<file path="src/rtl/fetch_pkg.sv">
// fetch_pkg: shared types and constants for the instruction fetch front end.
//   FETCH_ADDR_W / FETCH_INSTR_W : default PC and instruction widths
//   PC_STEP                      : byte distance between consecutive fetch words
//   fetch_entry_t                : {pc, instr} pair held in the prefetch FIFO
package fetch_pkg;
   localparam int FETCH_ADDR_W  = 32;
   localparam int FETCH_INSTR_W = 32;
   localparam int PC_STEP       = 4;

   typedef struct packed {
      logic [FETCH_ADDR_W-1:0]  pc;
      logic [FETCH_INSTR_W-1:0] instr;
   } fetch_entry_t;
endpackage

</file>
<file path="src/rtl/fetch_fifo.sv">
// fetch_fifo: synchronous prefetch FIFO of {pc, instr} entries.
//   clk, reset (sync, active low)
//   push/pushData : write an entry (caller guarantees space)
//   pop           : advance head (ignored when empty)
//   flush         : drop all entries; wins over push/pop
//   head/notEmpty : current head entry; when empty, head holds the last entry shown
//   count         : number of stored entries (0..DEPTH)
module fetch_fifo
   import fetch_pkg::*;
#(
   parameter int  DEPTH   = 4,
   parameter type entry_t = fetch_entry_t,
   parameter int  CNT_W   = $clog2(DEPTH) + 1
) (
   input  logic             clk,
   input  logic             reset,
   input  logic             push,
   input  entry_t           pushData,
   input  logic             pop,
   input  logic             flush,
   output entry_t           head,
   output logic             notEmpty,
   output logic [CNT_W-1:0] count
);
   localparam int PTR_W = $clog2(DEPTH);

   entry_t           mem [DEPTH];
   entry_t           lastHead;
   logic [PTR_W-1:0] rdPtr, wrPtr;
   logic             doPush, doPop;

   assign notEmpty = (count != '0);
   assign doPush   = push && !flush;
   assign doPop    = pop && notEmpty && !flush;
   // Empty FIFO keeps presenting whatever decode last saw.
   assign head     = notEmpty ? mem[rdPtr] : lastHead;

   always_ff @(posedge clk) begin
      if (doPush) mem[wrPtr] <= pushData;
   end

   always_ff @(posedge clk) begin
      if (!reset) begin
         rdPtr    <= '0;
         wrPtr    <= '0;
         count    <= '0;
         lastHead <= '0;
      end else begin
         if (notEmpty) lastHead <= mem[rdPtr];
         if (flush) begin
            rdPtr <= '0;
            wrPtr <= '0;
            count <= '0;
         end else begin
            // DEPTH is a power of two, so pointers wrap naturally.
            if (doPush) wrPtr <= wrPtr + PTR_W'(1);
            if (doPop)  rdPtr <= rdPtr + PTR_W'(1);
            count <= count + CNT_W'(doPush) - CNT_W'(doPop);
         end
      end
   end
endmodule

</file>
<file path="src/rtl/fetch_queue.sv">
// fetch_queue: stallable, redirectable instruction fetch front end.
//   Owns the PC, issues word reads to instruction memory and buffers returned
//   words in a DEPTH-entry prefetch FIFO presented to decode via valid/ready.
//   clk, reset (sync, active low)
//   imem_req/imem_addr/imem_gnt       : read request channel
//   imem_rvalid/imem_rdata            : in-order read responses
//   redirect_valid/redirect_pc        : branch/exception redirect
//   dec_valid/dec_pc/dec_instr/dec_ready : decode handshake
//   stall_cycles (only with FETCH_PERF_EN defined): saturating count of cycles
//     where decode was ready but nothing was available.
module fetch_queue
   import fetch_pkg::*;
#(
   parameter int                ADDR_W   = FETCH_ADDR_W,
   parameter int                INSTR_W  = FETCH_INSTR_W,
   parameter int                DEPTH    = 4,
   parameter logic [ADDR_W-1:0] RESET_PC = '0
) (
   input  logic               clk,
   input  logic               reset,
   output logic               imem_req,
   output logic [ADDR_W-1:0]  imem_addr,
   input  logic               imem_gnt,
   input  logic               imem_rvalid,
   input  logic [INSTR_W-1:0] imem_rdata,
   input  logic               redirect_valid,
   input  logic [ADDR_W-1:0]  redirect_pc,
   output logic               dec_valid,
   output logic [ADDR_W-1:0]  dec_pc,
   output logic [INSTR_W-1:0] dec_instr,
   input  logic               dec_ready
`ifdef FETCH_PERF_EN
   ,
   output logic [31:0]        stall_cycles
`endif
);
   localparam int              CNT_W   = $clog2(DEPTH) + 1;
   localparam logic [CNT_W:0]  CREDITS = (CNT_W+1)'(DEPTH);

   typedef struct packed {
      logic [ADDR_W-1:0]  pc;
      logic [INSTR_W-1:0] instr;
   } entry_t;

   logic [ADDR_W-1:0] pc, respPc, redirTarget;
   logic [CNT_W-1:0]  outstanding, discard, fifoCount;
   logic [CNT_W:0]    inUse;
   logic              issue, rspValid, pushEn, popEn;
   entry_t            pushData, headEntry;
   logic              unusedRedirLsb;

   assign unusedRedirLsb = ^redirect_pc[1:0];
   assign redirTarget    = {redirect_pc[ADDR_W-1:2], 2'b00};

   // Credit: every in-flight request owns a FIFO slot, so a push can never
   // meet a full FIFO. In-flight responses marked for discard still hold credit.
   assign inUse     = {1'b0, fifoCount} + {1'b0, outstanding};
   assign imem_req  = reset && !redirect_valid && (inUse < CREDITS);
   assign imem_addr = pc;   // pc only moves on grant, so addr is stable while waiting
   assign issue     = imem_req && imem_gnt;

   // A response with nothing outstanding is illegal and simply ignored.
   assign rspValid  = imem_rvalid && (outstanding != '0);
   assign pushEn    = rspValid && (discard == '0) && !redirect_valid;
   assign popEn     = dec_valid && dec_ready && !redirect_valid;
   assign pushData  = {respPc, imem_rdata};

   always_ff @(posedge clk) begin
      if (!reset) begin
         pc          <= RESET_PC;
         respPc      <= RESET_PC;
         outstanding <= '0;
         discard     <= '0;
      end else begin
         outstanding <= outstanding + CNT_W'(issue) - CNT_W'(rspValid);
         if (redirect_valid) begin
            pc      <= redirTarget;
            respPc  <= redirTarget;
            // discard + live in-flight - retiring; outstanding already includes
            // the earlier discards, so this is every response still to come.
            // This keeps back-to-back redirects from double counting.
            discard <= outstanding - CNT_W'(rspValid);
         end else begin
            if (issue)  pc     <= pc + ADDR_W'(PC_STEP);
            if (pushEn) respPc <= respPc + ADDR_W'(PC_STEP);
            if (rspValid && (discard != '0)) discard <= discard - CNT_W'(1);
         end
      end
   end

   fetch_fifo #(
      .DEPTH   (DEPTH),
      .entry_t (entry_t),
      .CNT_W   (CNT_W)
   ) uFifo (
      .clk      (clk),
      .reset    (reset),
      .push     (pushEn),
      .pushData (pushData),
      .pop      (popEn),
      .flush    (redirect_valid),
      .head     (headEntry),
      .notEmpty (dec_valid),
      .count    (fifoCount)
   );

   assign dec_pc    = headEntry.pc;
   assign dec_instr = headEntry.instr;

`ifdef FETCH_PERF_EN
   always_ff @(posedge clk) begin
      if (!reset)
         stall_cycles <= '0;
      else if (dec_ready && !dec_valid && !redirect_valid && (stall_cycles != 32'hFFFF_FFFF))
         stall_cycles <= stall_cycles + 32'd1;
   end
`endif

   always_ff @(posedge clk) begin
      if (reset && imem_rvalid) begin
         rvalidWithoutRequest: assert (outstanding != '0);
      end
   end
endmodule

</file>
<file path="config.mk">
export PLATFORM = sky130hd
export DESIGN_NAME = fetch_queue
export DESIGN_NICKNAME = d
export VERILOG_FILES = /design/src/rtl/fetch_pkg.sv /design/src/rtl/fetch_fifo.sv /design/src/rtl/fetch_queue.sv
export SDC_FILE = /design/constraint.sdc
export NUM_CORES = 1
export LEC_CHECK = 0
export ABC_AREA = 1
export CAP_MARGIN = 25
export CELL_PAD_IN_SITES_DETAIL_PLACEMENT = 0
export CELL_PAD_IN_SITES_GLOBAL_PLACEMENT = 1
export CORE_UTILIZATION = 48
export CTS_CLUSTER_DIAMETER = 80
export DETAILED_ROUTE_END_ITERATION = 10
export PLACE_DENSITY = 0.84
export SYNTH_ARGS = -nofsm -noshare
export SYNTH_HDL_FRONTEND = slang
export SYNTH_SLANG_ARGS = --single-unit
</file>
<file path="constraint.sdc">
create_clock -name clk -period 10 [get_ports clk]
set_input_delay 2.5 -clock clk [delete_from_list [all_inputs] [get_ports clk]]
set_output_delay 2.5 -clock clk [all_outputs]
set_load 0.05 [all_outputs]
</file>
==> qor.txt <==
Avg WL per Cell: 16.81 um
R2r worst-path depth: 9
Number of remaining DRC errors: 0
Pin count of the biggest net entering global routing: 92
Syn Std Cell Area: 16730 um^2
Final hold viol count: 0
# setup viols final: 0
Gate count after technology mapping: 1774
Final worst path period share: 77.27%
Biggest cell delay along the critical path: 1.02 ns
Setup CP Type: in2out
Post-detailed-route count of antenna-violating nets: 0
Endpoint type of the worst setup path: primary output
Launching element type of the critical path: input pin
Synth Area in Adders: 1.436%
Root Driver: clkbuf_16
Run status: completed
TritonCTS clock tree: built
Total count of max-transition violations in the final report: 0
Buffers added on ports: 163
Endpoint arrival time on the critical path: 5.23 ns
Bufs on Longest Clock Path: 3
Total of hold buffers inserted after clock tree synthesis: 0
Area taken by multi-input logic gates: 5684 um^2
Num CTS Buffers: 42
Launch point of the worst hold path: uFifo.lastHead[32]$_SDFF_PN0_
Worst endpoint required time: 7.50 ns
Detailed Route Iter0 Violations: 898
Cell-by-cell trace of the critical path: clkdlybuf4s50_1 > inv_4 > nor2_8 > nand4_1 > nor2_2 > clkdlybuf4s50_1
Effective utilization at floorplan: 48.57%
Post-route setup TNS: 0 ns
Critical path's top delay family: buffers and inverters
Number of rows created at floorplan: 68
Post-synthesis share of cell area spent on xor and xnor gates: 0.9944%
FF-to-FF setup slack: 6.38 ns
Count of state elements after synthesis: 387
Number of buffers and inverters on the critical path: 3
Wire length of the first global-routing pass: 63680 um
Overall die area: 35620 um^2
Maximum capacitance violations: 0
Clock input transition at the sequential cells of the worst setup and hold paths: 0.06 ns
Pre-antenna DRT Iters: 5
Maximum vdd ir drop: 133.5 uV
Fraction of final layout cells sized beyond drive strength 1: 6.118%
Compound-gate portion of the synthesized area: 10.21%
Post-Synth Simple-Gate Area: 21.03%
Static leakage: 7.475 nW
Master of the slowest instance on the critical path: clkdlybuf4s50_1
Hold worst-path end: uFifo.lastHead[32]$_SDFF_PN0_
Ports placed on the boundary: 168
Main combinational cell family by area after synthesis: simple AND/OR/NAND/NOR gates
Synth warnings: 0
Number of inserted filler cells in the final layout: 2920
Area after DPL: 18660 um^2
Number of cells on the worst hold path: 2
Most used flip-flop cell after synthesis: edfxtp_1
Routed vias: 12660
Area growth, synth to finish: 20.36%
Number of gates given a new drive strength after cts: 0
Total inserted antenna cells: 0
GR Util All Layers: 22.64%
Highest fanout seen on the critical path: 24
Count of buffers added by post-CTS timing repair for setup: 0
Net total in the final layout: 1999
Critical register-to-register path endpoint: uFifo.mem[2][42]$_DFFE_PP_
Number of synthesized flops with an enable pin: 248
Wire length after detailed routing: 40350 um
Mux cell area share after synthesis: 0.05981%
Count of different cell masters after synthesis: 41
Worst reg2reg startpoint: discard[0]$_SDFFE_PN0P_
Via count of the first global-routing pass: 11870
Worst clock skew: 0.02143 ns
Unrepaired setup endpoints after global routing: no
Number of vias per cell after detailed routing: 5.273
Overall die height: 188.7 um
Core area: 34460 um^2
Cell mode on critical path: clkdlybuf4s50_1
Slew Limit Headroom: 31.87%
Routability Congestion: 0.8874
Maximum operating frequency: 129.4 MHz
Register area: 10240 um^2
Power per cell area: 195.6 nW/um^2
GRT Residual Overflow: 0
Antenna violations before repair: 0
Final instance area: 20140 um^2
Horizontal die dimension: 188.7 um
Mean post-synth cell area: 9.433 um^2
Post-layout power: 3.939 mW
HPWL after detailed placement: 24810 um
Minimum period implied by the final worst setup slack: 7.727 ns
Fraction of the yosys area taken by sequential cells: 61.13%
Actual slew at the worst max-slew pin: 1.021 ns
Hold WC Path Type: reg2reg
CTS sink cnt: 387
Share of synthesized registers carrying an async set or reset: 0%
Worst skew pair latency: 0.54 ns
Crit path from: reset
H-tree depth: 2
final cells by class:
type / count / area share, %
Inverter: 119 / 2.236
Clock buffer: 51 / 5.790
Timing Repair Buffer: 176 / 8.647
Sequential cell: 387 / 50.83
Clock inverter: 27 / 1.454
Multi-Input combinational cell: 1185 / 28.22
Tap cell: 455 / 2.826
metrics by stage:
step	std cells	setup WS [ns]	util [%]	hold WS, ns
detailed placement	2321	2.272	54.16	0.4360
global route	2400	2.060	58.45	0.4732
global placement	2321	2.261	54.16	0.4350
finish	2400	2.273	58.45	0.4410
floorplan	1775	3.994	-	0.4212
CTS	2399	2.262	58.40	0.4456
tightest hold or removal path, cell delays in order (launching register included):
cell,delay (ns)
dfxtp_1,0.29
inv_1,0.06
nor3_1,0.04
report_power, final:
group / switching (mW) / internal [mW]
Sequential: 0.0554 / 1.78
Clock: 0.631 / 0.964
Combinational: 0.341 / 0.171
metal layers:
| metal | up-vias | global-route usage (%) | share of wire [%] |
|---|---|---|---|
| met5 | - | 0 | 0 |
| met4 | 0 | 6.297 | 2.2 |
| met3 | 61 | 3.632 | 6.2 |
| met2 | 346 | 37.83 | 47 |
| met1 | 5963 | 30.51 | 44 |
| li1 | 6286 | - | - |
Yosys cell counts (6+ instances only):
master,instances,area (um^2)
nand3_1,88,440.4
clkbuf_1,42,157.7
inv_1,115,431.7
xnor2_1,6,52.55
nand4_1,7,43.79
nand3b_1,7,52.55
ha_1,16,200.2
o21ai_0,93,465.5
buf_4,11,82.58
buf_2,23,115.1
nor3_1,7,35.03
nor2_2,6,37.54
edfxtp_1,248,7447
a31oi_1,11,68.82
nor2_1,295,1107
a21oi_1,108,540.5
dfxtp_1,139,2783
o32ai_1,62,543.0
nand2_1,426,1599
xor2_1,13,113.9
cells in the final DEF, fill, tap and decap left out, drive strengths merged:
cell type      Yosys  layout
o21ai             96      96
nand2            432     432
a21boi             1       1
edfxtp           248     248
xor2              13      13
fa                 2       2
or2                5       5
clkinv             0      21
clkinvlp           0       1
bufinv             0       5
buf               42      13
xnor2              6       6
clkdlybuf4s50      0     163
and2               2       2
ha                16      16
o32ai             62      62
a21oi            108     108
nand4              7       7
and3               1       1
mux2i              1       1
a21o               2       2
dfxtp            139     139
inv              119     119
a31oi             11      11
nand3b             7       7
clkbuf            42      51
nor3              10      10
nand3             90      90
conb               1       2
o21bai             3       3
nor2             304     304
o211ai             4       4
registers in the layout (all words and copies together) (netlist names), named ones only:
| register | cells |
|---|---|
| uFifo.lastHead | 64 |
| outstanding | 3 |
| uFifo.count | 3 |
| uFifo.mem | 248 |
| uFifo.rdPtr | 2 |
| imem_addr | 30 |
| discard | 3 |
| uFifo.wrPtr | 2 |
| respPc | 30 |
logic make-up after synthesis:
| family | count (synthesis) |
|---|---|
| AO/OA/AOI/OAI | 287 |
| XOR/XNOR | 19 |
| adder cells (fa/ha/maj) | 18 |
| buffers and inverters | 203 |
| flip-flops | 387 |
| multiplexers | 1 |
| other | 1 |
| AND/OR/NAND/NOR | 858 |
worst max-delay path by stage:
| stage | cells past startpoint | to | slack, ns |
|---|---|---|---|
| global placement | 6 | imem_req | 2.26 |
| finish | 6 | imem_req | 2.27 |
| CTS | 6 | imem_req | 2.26 |
| global route | 6 | imem_req | 2.06 |
| detailed placement | 6 | imem_req | 2.27 |
| floorplan | 4 | uFifo.mem[0][0]$_DFFE_PP_ | 3.99 |
Note: power is estimated with default switching activity, not from simulation.
